## src/rtl/seg7_scan_pkg.sv

```systemverilog
// rtl/seg7_scan_pkg.sv - shared constants and glyph table for the 8-digit seven-segment scanner
// Contents: data bus width, active-low segment/anode "all off" patterns, hex glyph lookup.
package seg7_scan_pkg;

    localparam int         DATA_W  = 32;
    localparam logic [7:0] SEG_OFF = 8'hFF;
    localparam logic [7:0] AN_OFF  = 8'hFF;

    // Active-low {g,f,e,d,c,b,a} glyphs for hex digits 0-F.
    function automatic logic [6:0] hex_glyph(input logic [3:0] nib);
        logic [6:0] g;
        case (nib)
            4'h0: g = 7'h40;
            4'h1: g = 7'h79;
            4'h2: g = 7'h24;
            4'h3: g = 7'h30;
            4'h4: g = 7'h19;
            4'h5: g = 7'h12;
            4'h6: g = 7'h02;
            4'h7: g = 7'h78;
            4'h8: g = 7'h00;
            4'h9: g = 7'h10;
            4'hA: g = 7'h08;
            4'hB: g = 7'h03;
            4'hC: g = 7'h46;
            4'hD: g = 7'h21;
            4'hE: g = 7'h06;
            default: g = 7'h0E;
        endcase
        return g;
    endfunction

endpackage

```

## src/rtl/seg7_decode.sv

```systemverilog
// rtl/seg7_decode.sv - combinational nibble to active-low seven-segment decoder
// Ports: nibble_i [3:0] hex digit in; seg_o [6:0] active-low {g..a} out.
module seg7_decode
    import seg7_scan_pkg::*;
(
    input  logic [3:0] nibble_i,
    output logic [6:0] seg_o
);

    assign seg_o = hex_glyph(nibble_i);

endmodule

```

## src/rtl/seg7_scan.sv

```systemverilog
// rtl/seg7_scan.sv - multiplexed 8-digit hex display scanner with frame-synchronous shadow register
// Ports: clk, rst (sync, active-high); data_i [31:0] value to show; en_i display enable;
//        blank_lz_i leading-zero blanking; seg_o [7:0] {dp,g..a} active-low;
//        an_o [7:0] digit selects active-low (bit 0 = rightmost); frame_o shadow-load pulse.
module seg7_scan
    import seg7_scan_pkg::*;
#(
    parameter int REFRESH_DIV = 50000,
    parameter int BLANK_CYC   = 16
) (
    input  logic              clk,
    input  logic              rst,
    input  logic [DATA_W-1:0] data_i,
    input  logic              en_i,
    input  logic              blank_lz_i,
    output logic [7:0]        seg_o,
    output logic [7:0]        an_o,
    output logic              frame_o
);

    localparam int CNT_W = (REFRESH_DIV > 1) ? $clog2(REFRESH_DIV) : 1;

    logic [CNT_W-1:0]  cnt_q, cnt_d;
    logic [2:0]        idx_q, idx_d;
    logic [DATA_W-1:0] shadow_q, shadow_d;
    logic [7:0]        seg_q, seg_d;
    logic [7:0]        an_q, an_d;
    logic              frame_q, frame_d;

    logic              slot_end;
    logic [4:0]        nib_base;
    logic [3:0]        nibble;
    logic [6:0]        glyph;
    logic              lz_blank;

    assign slot_end = (cnt_q == CNT_W'(REFRESH_DIV - 1));
    assign nib_base = {idx_q, 2'b00};
    assign nibble   = shadow_q[nib_base +: 4];

    // A digit is a leading zero when it and every more significant nibble are zero;
    // the rightmost digit always stays lit so a zero value still shows "0".
    assign lz_blank = blank_lz_i && (idx_q != 3'd0) && ((shadow_q >> nib_base) == '0);

    seg7_decode u_decode (
        .nibble_i (nibble),
        .seg_o    (glyph)
    );

    always_comb begin
        cnt_d    = cnt_q;
        idx_d    = idx_q;
        shadow_d = shadow_q;
        frame_d  = 1'b0;
        an_d     = AN_OFF;
        seg_d    = SEG_OFF;

        if (en_i) begin
            if (slot_end) begin
                cnt_d = '0;
                idx_d = idx_q + 3'd1;
                // Latch the new value only at the end of digit 7 so one frame never mixes two values.
                if (idx_q == 3'd7) begin
                    shadow_d = data_i;
                    frame_d  = 1'b1;
                end
            end else begin
                cnt_d = cnt_q + CNT_W'(1);
            end

            if (!lz_blank) begin
                seg_d = {1'b1, glyph};
                // Keep all anodes off at the start of a slot so the previous digit's
                // segments do not ghost onto the newly selected digit.
                if (cnt_q >= CNT_W'(BLANK_CYC)) begin
                    an_d = ~(8'h01 << idx_q);
                end
            end
        end
    end

    always_ff @(posedge clk) begin
        if (rst) begin
            cnt_q    <= '0;
            idx_q    <= '0;
            shadow_q <= '0;
            seg_q    <= SEG_OFF;
            an_q     <= AN_OFF;
            frame_q  <= 1'b0;
        end else begin
            cnt_q    <= cnt_d;
            idx_q    <= idx_d;
            shadow_q <= shadow_d;
            seg_q    <= seg_d;
            an_q     <= an_d;
            frame_q  <= frame_d;
        end
    end

    assign seg_o   = seg_q;
    assign an_o    = an_q;
    assign frame_o = frame_q;

endmodule

```

## config.mk

```make
export PLATFORM = sky130hd
export DESIGN_NAME = seg7_scan
export DESIGN_NICKNAME = d
export VERILOG_FILES = /design/src/rtl/seg7_scan_pkg.sv /design/src/rtl/seg7_decode.sv /design/src/rtl/seg7_scan.sv
export SDC_FILE = /design/constraint.sdc
export NUM_CORES = 1
export LEC_CHECK = 0
export CORE_ASPECT_RATIO = 0.7
export CORE_MARGIN = 4
export CORE_UTILIZATION = 48
export DETAILED_ROUTE_END_ITERATION = 10
export PLACE_DENSITY_LB_ADDON = 0.15
export SLEW_MARGIN = 5
export SYNTH_ARGS = -nofsm -noshare
export SYNTH_HDL_FRONTEND = slang
export SYNTH_SLANG_ARGS = --single-unit
export TNS_END_PERCENT = 20
```

## constraint.sdc

```tcl
create_clock -name clk -period 2.65 [get_ports clk]
set_clock_uncertainty 0.05 [all_clocks]
set_input_delay 0.53 -clock clk [delete_from_list [all_inputs] [get_ports clk]]
set_output_delay 0.53 -clock clk [all_outputs]
set_load 0.01 [all_outputs]
```

**Word-level counts from Yosys, hierarchy flattened**

Memory sizes are Yosys's and may differ from the RTL's. A register that Yosys moved wholly into a read port is not among the register bits.
Index checks and enable logic that the tools add are counted.
Widths: inputs -> output; s select.

- Bits in registers: 61
- Bits in read-only memories: 112
- Input bits: 36
- Memories: 1

- Add/subtract/negate cells: 2
- $lt $le $gt $ge: 1
- Eq/ne operators: 2
- Shifts and indexed selects: 3
- Multiplexer cells: 2
- Bitwise gates (word level): 4
- Reductions and logical operators: 10

Memory list:

| memory | depth | width | rd ports | clocked after memory_dff | write ports | RTL line | source |
|---|---|---|---|---|---|---|---|
| (no name shown) | 16 | 7 | 1 | 1 | 0 | seg7_scan_pkg.sv:12 | `case (nib)` |

Operator list:

| operator | count |
|---|---|
| $logic_not 32->1 | 1 |
| $shiftx 32x6->4 | 1 |
| $shr 32x5->32 | 1 |
| $add 16x1->16 const B | 1 |
| $eq 16x16->1 const B | 1 |
| $ge 16x5->1 const B | 1 |
| $mux 16 | 1 |
| $not 8->8 | 1 |
| $shl 1x3->8 const A | 1 |
| $reduce_or 3->1 | 2 |
| $reduce_or 4->1 | 1 |
| $add 3x1->3 const B | 1 |
| $eq 3x3->1 const B | 1 |
| $not 1->1 | 3 |
| $reduce_and 3->1 | 1 |
| $reduce_bool 3->1 | 1 |
| $logic_and 1x1->1 | 2 |
| $reduce_and 2->1 | 1 |
| $reduce_or 2->1 | 1 |
| $mux 1 | 1 |

**Longest topological paths before layout**

- Word-level depth: 4
- Depth in mapped cells: 12

**Cells and area by module**

A second synthesis with hierarchy kept.

- Cells, all modules: 408
- Area total of the unflattened synthesis: 3372.0 um^2

By module, submodules not included:

| module | instances | cells an instance | area an instance (um^2) | sequential area each (um^2) |
|---|---|---|---|---|
| seg7_scan | 1 | 376 | 3096.7 | 1341.3 |
| seg7_decode | 1 | 32 | 275.3 | 0.0 |

**Least setup slack after synthesis**

Ideal clock, no wire load.

- Kind: reg2reg
- From: register idx_q[0]
- To: register seg_q[2] (netlist: seg_o[2])
- Library setup time: 95 ps
- Data arrival time: 2557 ps
- Setup slack: -52 ps
- Stages on the path, launching flop included: 12
- Buffers on the path: 2
- Clock period less this slack: 2702 ps
- Cells stage by stage: dfxtp_1 buf_2 buf_2 mux4_2 mux2_2 clkinv_1 ha_1 nand2_1 a21oi_1 o2111ai_1 o211a_4 o311ai_1

- Cells in the longest elaborated chain, start to end: 4

RTL lines:

| element | RTL line | source |
|---|---|---|
| start, declared | seg7_scan.sv:24 | `logic [2:0] idx_q, idx_d;` |
| start signal, assigned | seg7_scan.sv:91 | `idx_q <= idx_d;` |
| $shr 32x5->32 or $reduce_bool 3->1 (tied branches) | seg7_scan.sv:42 | `assign lz_blank = blank_lz_i && (idx_q != 3'd0) && ((shadow_q >> nib_base) == '0);` |
| $logic_not 32->1 or $logic_and 1x1->1 (tied branches) | seg7_scan.sv:42 |  |
| $logic_and 1x1->1 | seg7_scan.sv:42 |  |
| $reduce_or 3->1 (no source line) | n/a |  |
| end, declared | seg7_scan.sv:26 | `logic [7:0] seg_q, seg_d;` |

Several ways; a longest one is shown, not always the timed one.
A chain may end at the register's enable or synchronous reset.

**Final worst setup path**

- From: register idx_q[0]
- To: register seg_q[1] (netlist: seg_o[1])

Same word-level chain as after synthesis.

==> impl_summary.txt <==
----------------------------------------------------
[Timing]
  Endpoints failing hold ... 0
  Max-Slew Margin vs Limit ... 60.4%
  Period minus WS final ... 2.47 ns
  Highest clock rate ... 405 MHz
  Final number of setup-violating endpoints ... 0
  Count of final max-slew check failures ... 0
  Min setup slack post-route ... 0.181 ns
  Final critical-path share of the clock period ... 93.2%
  Final-layout setup total negative slack ... 0 ns
  Setup repair after global routing missed its margin ... no
  Worst Tran Pin Value ... 0.589 ns

[Routing]
  Uppermost layer routed ... met4
  Routed length per placed instance ... 14.1 um
  Wire length the detailed router placed on met1 ... 3630 um
  Vias ... 2711
  ANT nets after route ... 0
  Detailed-routing iteration count for the pre-antenna-repair pass ... 4
  Wire length reported by the detailed router ... 7070 um
  Vias per inst ... 5.39
  DRC violation total after the first TritonRoute iteration ... 145
  Routed met2 length ... 2930 um
  Residual DRC count ... 0
  Detailed-routed wire length on met3 ... 434 um

[Worst setup path]
  Required time at the worst-slack endpoint ... 2.84 ns
  Reg2reg path depth ... 11
  Crit path capture type ... flop
  Arrival time of the worst setup path ... 2.66 ns
  Largest fanout of any net on the critical path ... 9
  Type of origin of the critical path ... flop
  Critical path start-end classification ... flop to flop

[Cells and area]
  Number of antenna diodes ... 0
  Layout cell share with drive strength beyond 1 ... 10.1%
  Layout net count ... 470
  Area growth from synthesis to final layout ... 24.6%

[Logic synthesis]
  Synthesized area per cell ... 8.62 sq um
  Number of flops mapped to enable cells by yosys ... 0
  Synthesis Warnings ... 0
  Post-synth top flop ... dfxtp_1
  Synthesized flop and latch total ... 67
  Proportion of synthesized chip area in sequential cells ... 42.3%
  Post-synthesis cell area ... 0.00317 sq mm
  Count of distinct cell types in the synthesized netlist ... 43
  Share of async-settable or async-resettable flops after synthesis ... 0%
  Instance count of the mapped netlist ... 368
  Total nets after synthesis ... 417

[Clocking]
  H-tree depth ... 3
  TritonCTS clock tree ... done
  Setup Fix Bufs, Post-CTS ... 0
  Clock transition time at the flip-flop clock pins of the worst setup and hold paths ... 0.07 ns
  CTS root buf ... clkbuf_8
  TritonCTS Sinks ... 67
  Number of buffers on the longest clock path ... 2
  Number of clock buffers inserted by TritonCTS ... 9
  Clock network latency to the later pin of the worst-skew pair ... 0.34 ns

[Place]
  Post-Place Setup Slack ... 0.107 ns
  Port Buf Inserts ... 51
  Detailed Place HPWL ... 5350 um
  Final GP Congestion ... 0.859

[Min path]
  Hold path depth ... 2
  Class of the tightest hold or removal check ... flop to flop

[Global routing]
  Global-route wire length before repair ... 12400 um
  Largest net degree at the start of global routing ... 38
  Number of global-route vias before repair ... 2686
  Sum of overflow across all layers after global routing ... 0
  Initial antenna violation count ... 0
  GRT Overall Usage ... 18.8%

[Floorplanning]
  Die Area ... 0.00800 sq mm
  Cell row count ... 24
  Die Y-Extent ... 76.0 um
  Initial core utilization ... 50.3%
  Core region area ... 0.00631 sq mm
  Number of ports placed on the die boundary ... 53
  X dimension of the die ... 105 um

[Pwr]
  Cell leakage power ... 1.45 nW
  Total power consumption of the routed design ... 0.00183 W
  IR drop worst, VDD ... 200 uV
  Power density relative to cell area ... 463 mW/mm^2

[Outcome]
  Status ... completed

[Job]
  Number of max-cap violations ... 0

----------------------------------------------------
[kinds of logic after synthesis]
logic type / synth area share (%)
AOI/OAI and AO/OA: 11.0
xor gates and xnor gates: 4.14
adders and majority gates: 5.13
buffers and inverters: 4.50
DFF: 42.3
muxes: 8.95
other: 0.118
and+or+nand+nor: 23.9
[cells in the mapped netlist (all sizes together), types with 2 or more instances]
cell type	n	area share (%)
a211oi	3	0.71
a21oi	36	5.7
and2	2	0.39
and3	3	0.59
buf	11	2.0
clkbuf	12	1.4
dfxtp	67	42
ha	13	5.1
inv	8	0.95
mux2i	8	2.9
mux4	8	5.7
nand2	87	10
nand2b	6	1.2
nand3	8	1.3
nand4	7	1.4
nor2	25	3.0
nor3	3	0.47
nor4	12	2.8
o211ai	5	1.2
o21ai	5	0.79
o221ai	2	0.55
o22ai	2	0.39
o311ai	2	0.55
or3	7	1.4
xnor2	5	1.4
xor2	10	2.8
[what timing repair did]
action / CTS / global route
resized for setup: 0 / 2
hold buffers: 0 / 0
setup endpoints to repair: 0 / 13
[where the power goes]
| part | switching, W | leakage [nW] | internal [W] |
|---|---|---|---|
| logic | 0.0000367 | 0.822 | 0.0000658 |
| clock network | 0.000352 | 0.0860 | 0.000356 |
| registers | 0.00000580 | 0.543 | 0.00101 |
| total | 0.000395 | 1.45 | 0.00144 |
[layout make-up]
| type | count | area, sq um |
|---|---|---|
| Tap cell | 78 | 97.6 |
| Sequential cell | 67 | 1340 |
| Multi-Input combinational cell | 269 | 1690 |
| Clock buffer | 12 | 145 |
| Fill cell | 572 | 2350 |
| Inverter | 9 | 33.8 |
| Clock inverter | 3 | 15.0 |
| Timing Repair Buffer | 65 | 628 |
[cell usage in the layout (no fill, tap or decap), types with 3 or more instances in the layout]
master,count
and3_1,3
clkdlybuf4s50_1,51
nor4_1,11
nand2b_1,6
o21ai_0,3
buf_4,13
ha_1,13
nor2_1,25
nand2_1,87
dfxtp_1,65
inv_1,6
clkbuf_8,10
xnor2_1,5
or3_1,7
mux2i_1,7
o211ai_1,5
nor3_1,3
a211oi_1,3
nand3_1,8
nand4_1,7
mux4_2,8
clkinv_2,3
a21oi_1,36
xor2_1,10
[critical path: stages, from the launching register on]
cell	delay, ns
dfxtp_2	0.40
buf_4	0.16
mux4_2	0.48
nand2_1	0.08
nand2_1	0.06
inv_1	0.10
ha_1	0.23
nand2_1	0.07
a21oi_1	0.12
o2111ai_1	0.19
o211a_4	0.33
o311ai_1	0.09
[through the flow]
step | utilization [%] | area (sq um) | std cells | hold slack, ns
after detailed placement | 60.1 | 3790 | 488 | 0.417
after global placement | 60.1 | 3790 | 488 | 0.399
after global routing | 62.7 | 3950 | 503 | 0.449
after CTS | 62.6 | 3950 | 503 | 0.426
after floorplan | - | 3180 | 368 | 0.379
final | 62.7 | 3950 | 503 | 0.420
[state kept, by name, indices dropped and copies added (netlist names)]
register / cells
an_o: 8
frame_o: 1
idx_q: 3
shadow_q: 32
cnt_q: 16
seg_o: 7
[metal layers]
metal  up-vias  track usage [%]
met2        76             26.7
met3        10             5.84
li1       1371                -
met1      1254             27.7
met4         0             4.46
met5         -                0
[worst paths after layout]
path / from / to / slack (ns)
max: idx_q[0] / seg_o[1] / 0.18
min reg2reg: shadow_q[0] / shadow_q[0] / 0.42
max reg2reg: idx_q[0] / seg_o[1] / 0.18
min: shadow_q[0] / shadow_q[0] / 0.42
No activity file was read; power rests on OpenSTA's default activity.
